--- config.mk ---
export PLATFORM = sky130hd
export DESIGN_NAME = inst_fetch_buf
export DESIGN_NICKNAME = d
export VERILOG_FILES = /design/src/rtl/inst_fetch_buf.sv
export SDC_FILE = /design/constraint.sdc
export NUM_CORES = 1
export LEC_CHECK = 0
export CORE_MARGIN = 4
export CORE_UTILIZATION = 34
export CTS_CLUSTER_DIAMETER = 80
export DETAILED_ROUTE_END_ITERATION = 7
export PLACE_DENSITY_LB_ADDON = 0.08
export SKIP_LAST_GASP = 1
export SLEW_MARGIN = 15
export SYNTH_ARGS = -nofsm -noshare
export SYNTH_HDL_FRONTEND = slang
export SYNTH_SLANG_ARGS = --single-unit
export TNS_END_PERCENT = 1
--- constraint.sdc ---
create_clock -name clk -period 12.3 [get_ports clk]
set_input_delay 1.23 -clock clk [delete_from_list [all_inputs] [get_ports clk]]
set_output_delay 1.23 -clock clk [all_outputs]
set_load 0.02 [all_outputs]
--- src/rtl/inst_fetch_buf.sv ---
// inst_fetch_buf: instruction fetch stage that owns the PC, drives the instruction ROM and buffers {pc, inst} pairs for decode.
//   clk, rst (async, active-low)
//   rom_ce_o / rom_addr_o / rom_inst_i : instruction ROM interface (combinational read)
//   branch_flag_i / branch_target_i    : redirect from execute
//   id_valid_o / id_ready_i / id_pc_o / id_inst_o : FIFO head towards decode
//   FETCH_PERF_CNT_EN adds fetch_cnt_o and bubble_cnt_o performance counters.
module inst_fetch_buf #(
  parameter int unsigned ADDR_W = 32,
  parameter int unsigned INST_W = 64,
  parameter int unsigned DEPTH = 4,
  parameter logic [ADDR_W-1:0] RESET_PC = '0
) (
  input  logic              clk,
  input  logic              rst,
  output logic              rom_ce_o,
  output logic [ADDR_W-1:0] rom_addr_o,
  input  logic [INST_W-1:0] rom_inst_i,
  input  logic              branch_flag_i,
  input  logic [ADDR_W-1:0] branch_target_i,
  output logic              id_valid_o,
  input  logic              id_ready_i,
  output logic [ADDR_W-1:0] id_pc_o,
  output logic [INST_W-1:0] id_inst_o
`ifdef FETCH_PERF_CNT_EN
  ,
  output logic [31:0]       fetch_cnt_o,
  output logic [31:0]       bubble_cnt_o
`endif
);
  localparam int unsigned PW = $clog2(DEPTH);
  localparam int unsigned CW = PW + 1;
  logic [ADDR_W-1:0] pc_q, pc_d;
  logic              ce_q, ce_d;
  logic [CW-1:0]     count_q, count_d;
  logic [PW-1:0]     rd_ptr_q, rd_ptr_d, wr_ptr_q, wr_ptr_d;
  logic [ADDR_W-1:0] pc_mem [DEPTH];
  logic [INST_W-1:0] inst_mem [DEPTH];
  logic              pop, fetch, push;
  assign rom_ce_o   = ce_q;
  assign rom_addr_o = pc_q;
  assign id_valid_o = count_q != '0;
  always_comb begin
    pop   = id_valid_o & id_ready_i;
    // a full FIFO popping this cycle frees its slot in time for the push
    fetch = ce_q & ((count_q < CW'(DEPTH)) | pop);
    push  = fetch & ~branch_flag_i;
    ce_d  = 1'b1;
    id_pc_o   = id_valid_o ? pc_mem[rd_ptr_q] : '0;
    id_inst_o = id_valid_o ? inst_mem[rd_ptr_q] : '0;
    pc_d     = branch_flag_i ? {branch_target_i[ADDR_W-1:3], 3'b000} : fetch ? pc_q + ADDR_W'(8) : pc_q;
    count_d  = branch_flag_i ? '0 : count_q + CW'(fetch) - CW'(pop);
    rd_ptr_d = branch_flag_i ? '0 : rd_ptr_q + PW'(pop);
    wr_ptr_d = branch_flag_i ? '0 : wr_ptr_q + PW'(fetch);
  end
  always_ff @(posedge clk or negedge rst) begin
    if (!rst) begin
      pc_q     <= RESET_PC;
      ce_q     <= 1'b0;
      count_q  <= '0;
      rd_ptr_q <= '0;
      wr_ptr_q <= '0;
    end else begin
      pc_q     <= pc_d;
      ce_q     <= ce_d;
      count_q  <= count_d;
      rd_ptr_q <= rd_ptr_d;
      wr_ptr_q <= wr_ptr_d;
    end
  end
  // storage needs no reset: outputs are masked whenever the FIFO is empty
  always_ff @(posedge clk) begin
    if (push) begin
      pc_mem[wr_ptr_q]   <= pc_q;
      inst_mem[wr_ptr_q] <= rom_inst_i;
    end
  end
`ifdef FETCH_PERF_CNT_EN
  logic [31:0] fetch_cnt_q, fetch_cnt_d, bubble_cnt_q, bubble_cnt_d;
  assign fetch_cnt_o  = fetch_cnt_q;
  assign bubble_cnt_o = bubble_cnt_q;
  always_comb begin
    fetch_cnt_d  = fetch_cnt_q + 32'(fetch);
    bubble_cnt_d = bubble_cnt_q + 32'(ce_q & ~id_valid_o);
  end
  always_ff @(posedge clk or negedge rst) begin
    if (!rst) begin
      fetch_cnt_q  <= '0;
      bubble_cnt_q <= '0;
    end else begin
      fetch_cnt_q  <= fetch_cnt_d;
      bubble_cnt_q <= bubble_cnt_d;
    end
  end
`endif
endmodule
* Word-level counts from Yosys, hierarchy flattened *
Memories as Yosys holds them, arrays and structs flattened.
Index checks and enable logic that the tools add are counted.
Widths: inputs -> output; s select.

cells by class
  add/sub/neg operators = 5
  divide/modulo/power cells = 0
  multiplexer cells = 9
  eq/ne operators = 0
  multipliers = 0
  reductions and logical operators = 2
  bitwise logic cells = 5
  magnitude comparators = 1
  shifts and indexed selects = 0

operator list
  kind                   number
  $mux 32                3
  $mux 64                1
  $add 32x4->32 const B  1
  $add 2x1->2            2
  $mux 2                 2
  $add 3x1->3            1
  $and 1x1->1            3
  $lt 3x3->1 const B     1
  $mux 3                 1
  $reduce_bool 3->1      1
  $sub 3x1->3            1
  $mux 1                 2
  $reduce_bool 2->1      1
  $not 1->1              1
  $or 1x1->1             1

storage, ports and cells
  bits of input ports = 100
  output and inout port bits = 130
  word-level logic and storage cells = 29
  latch bits = 0
  memories kept = 2
  bits in writable memories = 384
  register bits = 40
  ROM bits = 0

memories
  name      depth  width  rd ports  clocked after memory_dff  write ports  line  text
  inst_mem  4      64     1         0                         1            37    logic [INST_W-1:0] inst_mem [DEPTH];
  pc_mem    4      32     1         0                         1            36    logic [ADDR_W-1:0] pc_mem [DEPTH];

* Logic depth before layout (Yosys ltp) *
  depth in word-level cells = 7
  mapped depth = 10
  depth with buffers taken out = 9

* Worst setup path before layout *
Ideal clock, no wire load.

  kind = input to register
  start = input port id_ready_i
  end = memory inst_mem[0][0], enable pin
  library setup time = 0.773 ns
  path buffers = 0
  cell stages on the path = 3
  slack = 1.180 ns
  arrival = 10.346 ns
  required time = 11.527 ns
  cell sequence = nand2b_2 -> nand2_1 -> nor4_1

between the ends
  longest elaborated chain between the ends = 6

ends and longest elaborated chain
  item                          line  text
  start: declaration            21    input logic id_ready_i,
  $and 1x1->1                   43    pop = id_valid_o & id_ready_i;
  $or 1x1->1                    45    fetch = ce_q & ((count_q < CW'(DEPTH)) | pop);
  $and 1x1->1                   45
  $and 1x1->1                   46    push = fetch & ~branch_flag_i;
  $mux 1                        72    if (push) begin
  $mux 1 (implied by the code)  74    inst_mem[wr_ptr_q] <= rom_inst_i;
  end: declaration              37

Every way passes these cells.

* Worst setup path in the final report *
  start = register rd_ptr_q[0]
  end = output port id_pc_o[27]

between the ends
  longest elaborated chain between the ends = 2

ends and longest elaborated chain
  item                      line  text
  start: declaration        35    logic [PW-1:0] rd_ptr_q, rd_ptr_d, wr_ptr_q, wr_ptr_d;
  start signal: assignment  66    rd_ptr_q <= rd_ptr_d;
  $mem_v2 4x32              --
  $mux 32                   48    id_pc_o = id_valid_o ? pc_mem[rd_ptr_q] : '0;
  end: declaration          22    output logic [ADDR_W-1:0] id_pc_o,

Every way passes these cells.

==> results.md <==
* Post-synth ARST share at 9.05%
* CTS sink cnt at 409
* CTS tree: yes
* Number of flops mapped to enable cells by yosys at 372
* Htree depth at 2
* Worst-path fanout max at 37
* Vias/cell at 4.85
* Cell count after synthesis at 825
* Worst hold path type: register to register
* Hold WS at 0.610 ns
* Status: completed
* Sequential share of power at 39.2%
* Switching fraction of total power at 28.9%
* Iter 0 DRT Violations at 478
* Core Area at 47000 µm²
* Dpl cell area at 19100 µm²
* Initial core utilization at 34.7%
* Worst Slack Setup Final at 7.59 ns
* Worst Path Required at 11.07 ns
* Vias in the first global route at 8852
* DRC viols at 0
* Final std cells w/o fill at 1709
* Die width at 227 µm
* CP startpoint kind: register
* WL/cell at 21.7 µm
* Initial antenna violation count at 3
* Synth-to-Final Area Change at 26.8%
* Worst skew pair latency at 0.56 ns
* Max Freq at 0.212 GHz
* Fin crit share at 38.3%
* RSZ-0062 raised after global routing: no
* DRT Wirelength at 37100 µm
* WP data arrival at 3.48 ns
* Yosys cell types at 42
* Placer's final routability congestion estimate at 0.706
* Hpwl dp at 21000 µm
* GRT Residual Overflow at 0
* NetSw at 1.23 mW
* Post-synthesis sequential area ratio at 74.3%
* Layout cell share with drive strength beyond 1 at 17.9%
* Utilization after layout at 44.0%
* DRT Pass-1 Iters at 6
* # hold bufs at CTS at 0
* Detail Route Antenna Nets at 0
* Commonest cells after routing, fill and taps aside: edfxtp_1 (372), clkdlybuf4s50_1 (218), and2_1 (94)
* Max-slew violations at 0
* Leakage at 6.67 nW
* Syn_area_per_cell at 19.7 µm²
* Resized cells post-CTS at 0
* Tmin final at 4.71 ns
* Dpl ws at 7.81 ns
* Final setup fails at 0
* Synth Flop Type: edfxtp_1
* Worst Max-Slew Pin Slew at 1.04 ns
* Synth Register Bits at 409
* Num rows at 79
* Final Power at 4.26 mW
* Post-CTS setup buffer count at 0
* Via count at 8294
* Clk slew on worst S/H paths at 0.06 ns
* Max_cap viols at 0
* IO buf count at 220
* Fin. Hold Viols at 0
* CP endpoint kind: output pin
* Die ar. at 51500 µm²
* Pint at 3.03 mW
* Max Root-Sink Buffers at 3
* Root Driver: clkbuf_16
* TNS Setup at 0 ns
* Die H at 227 µm
* Peak VDD IR at 0.107 mV
* Fraction of power consumed by combinational cells at 29.1%
* Final-layout fill cell count at 4122
* Total GRT Usage at 14.4%
* Global-route wire length before repair at 55800 µm
* PD cells at 207 nW/µm²
* Clk pwr share at 31.7%
* Ys Warns at 0
* Commonest non-fill, non-tap cell in the layout: edfxtp_1
* Final Instance Area at 20600 µm²
* Pin count of the biggest net entering global routing at 94
* NumNets Final at 1172
* Crit Path Category: register to output pin
* Slew HR at 30.7%
* I/O Pins at 230
* TritonCTS buffer count at 47
* Clk_skew at 0.00878 ns
* Placed Cells at 1624
* Cell Area, Synth at 16300 µm²
layout make-up:
type                       count  area [µm²]  area share [%]
antenna                        3        7.51          0.0364
clock buffer                  60        1270            6.14
clock inverter                22         224            1.08
inverter                       5        18.8          0.0909
multi-input combinational    371        3970            19.2
sequential                   409       12100            58.6
tap                          607         759            3.68
timing repair buffer         232        2290            11.1
flip-flops by register name (all words and copies together) (netlist names):
name,flops
rom_ce_o,1
count_q,3
wr_ptr_q,2
pc_mem,116
rd_ptr_q,2
rom_addr_o,29
inst_mem,256
worst max-delay path: stages, from the launching register on:
cell	delay, ns
dfrtp_4	0.78
buf_4	0.74
mux4_2	0.58
and2_1	0.22
clkdlybuf4s50_1	0.56
final timing paths:
kind                                start             end  slack [ns]  depth (start not counted)
setup reg to reg               count_q[2]   pc_mem[1][27]        9.29                          7
max in group asynchronous             rst     rd_ptr_q[1]       10.83                          1
hold / removal             rom_addr_o[31]   pc_mem[3][31]        0.61                          0
min in group asynchronous             rst  rom_addr_o[30]        0.80                          1
hold reg to reg            rom_addr_o[31]   pc_mem[3][31]        0.61                          0
setup / recovery              rd_ptr_q[0]     id_pc_o[27]        7.59                          4
metal layers:
layer  wire, µm  track usage, %  vias up
met1      16500            20.1     4295
met5         10               0        -
met3       2450            3.78       52
met4        820            3.77        2
li1           -               -     3724
met2      17300            22.5      221
cell usage after synthesis (all sizes together), types with 2 or more instances:
cell / instances / share of area, %
xnor2: 25 / 1.3
clkbuf: 15 / 0.35
edfxtp: 372 / 69
nor2: 12 / 0.28
nand2: 43 / 1.1
nand3: 9 / 0.31
nand4: 9 / 0.53
nor3: 9 / 0.28
ha: 5 / 0.38
dfrtp: 37 / 5.7
mux2: 2 / 0.14
nor2b: 3 / 0.12
nor4: 11 / 1.0
inv: 5 / 0.12
and2: 95 / 3.7
and4: 4 / 0.23
conb: 2 / 0.046
o21ai: 26 / 0.80
buf: 30 / 1.2
and3: 5 / 0.22
mux4: 93 / 13
xor2: 6 / 0.32
power groups by stage:
stage / combinational [mW] / sequential (mW) / clock [mW]
final: 1.24 / 1.67 / 1.35
after global routing: 1.34 / 1.68 / 1.46
after CTS: 1.29 / 1.68 / 1.40
after detailed placement: 1.28 / 1.70 / 0
after global placement: 1.28 / 1.70 / 0
after floorplan: 0.725 / 1.68 / 0
cell families after synthesis:
kind of cell	Yosys count	synth area share, %
muxes	96	13.1
other	2	0.0461
xor gates and xnor gates	31	1.67
AOI/OAI and AO/OA	27	0.860
and+or+nand+nor	204	7.94
adders and majority gates	6	0.507
DFF	409	74.3
buffers and inverters	50	1.64
Note: power is estimated with default switching activity, not from simulation.
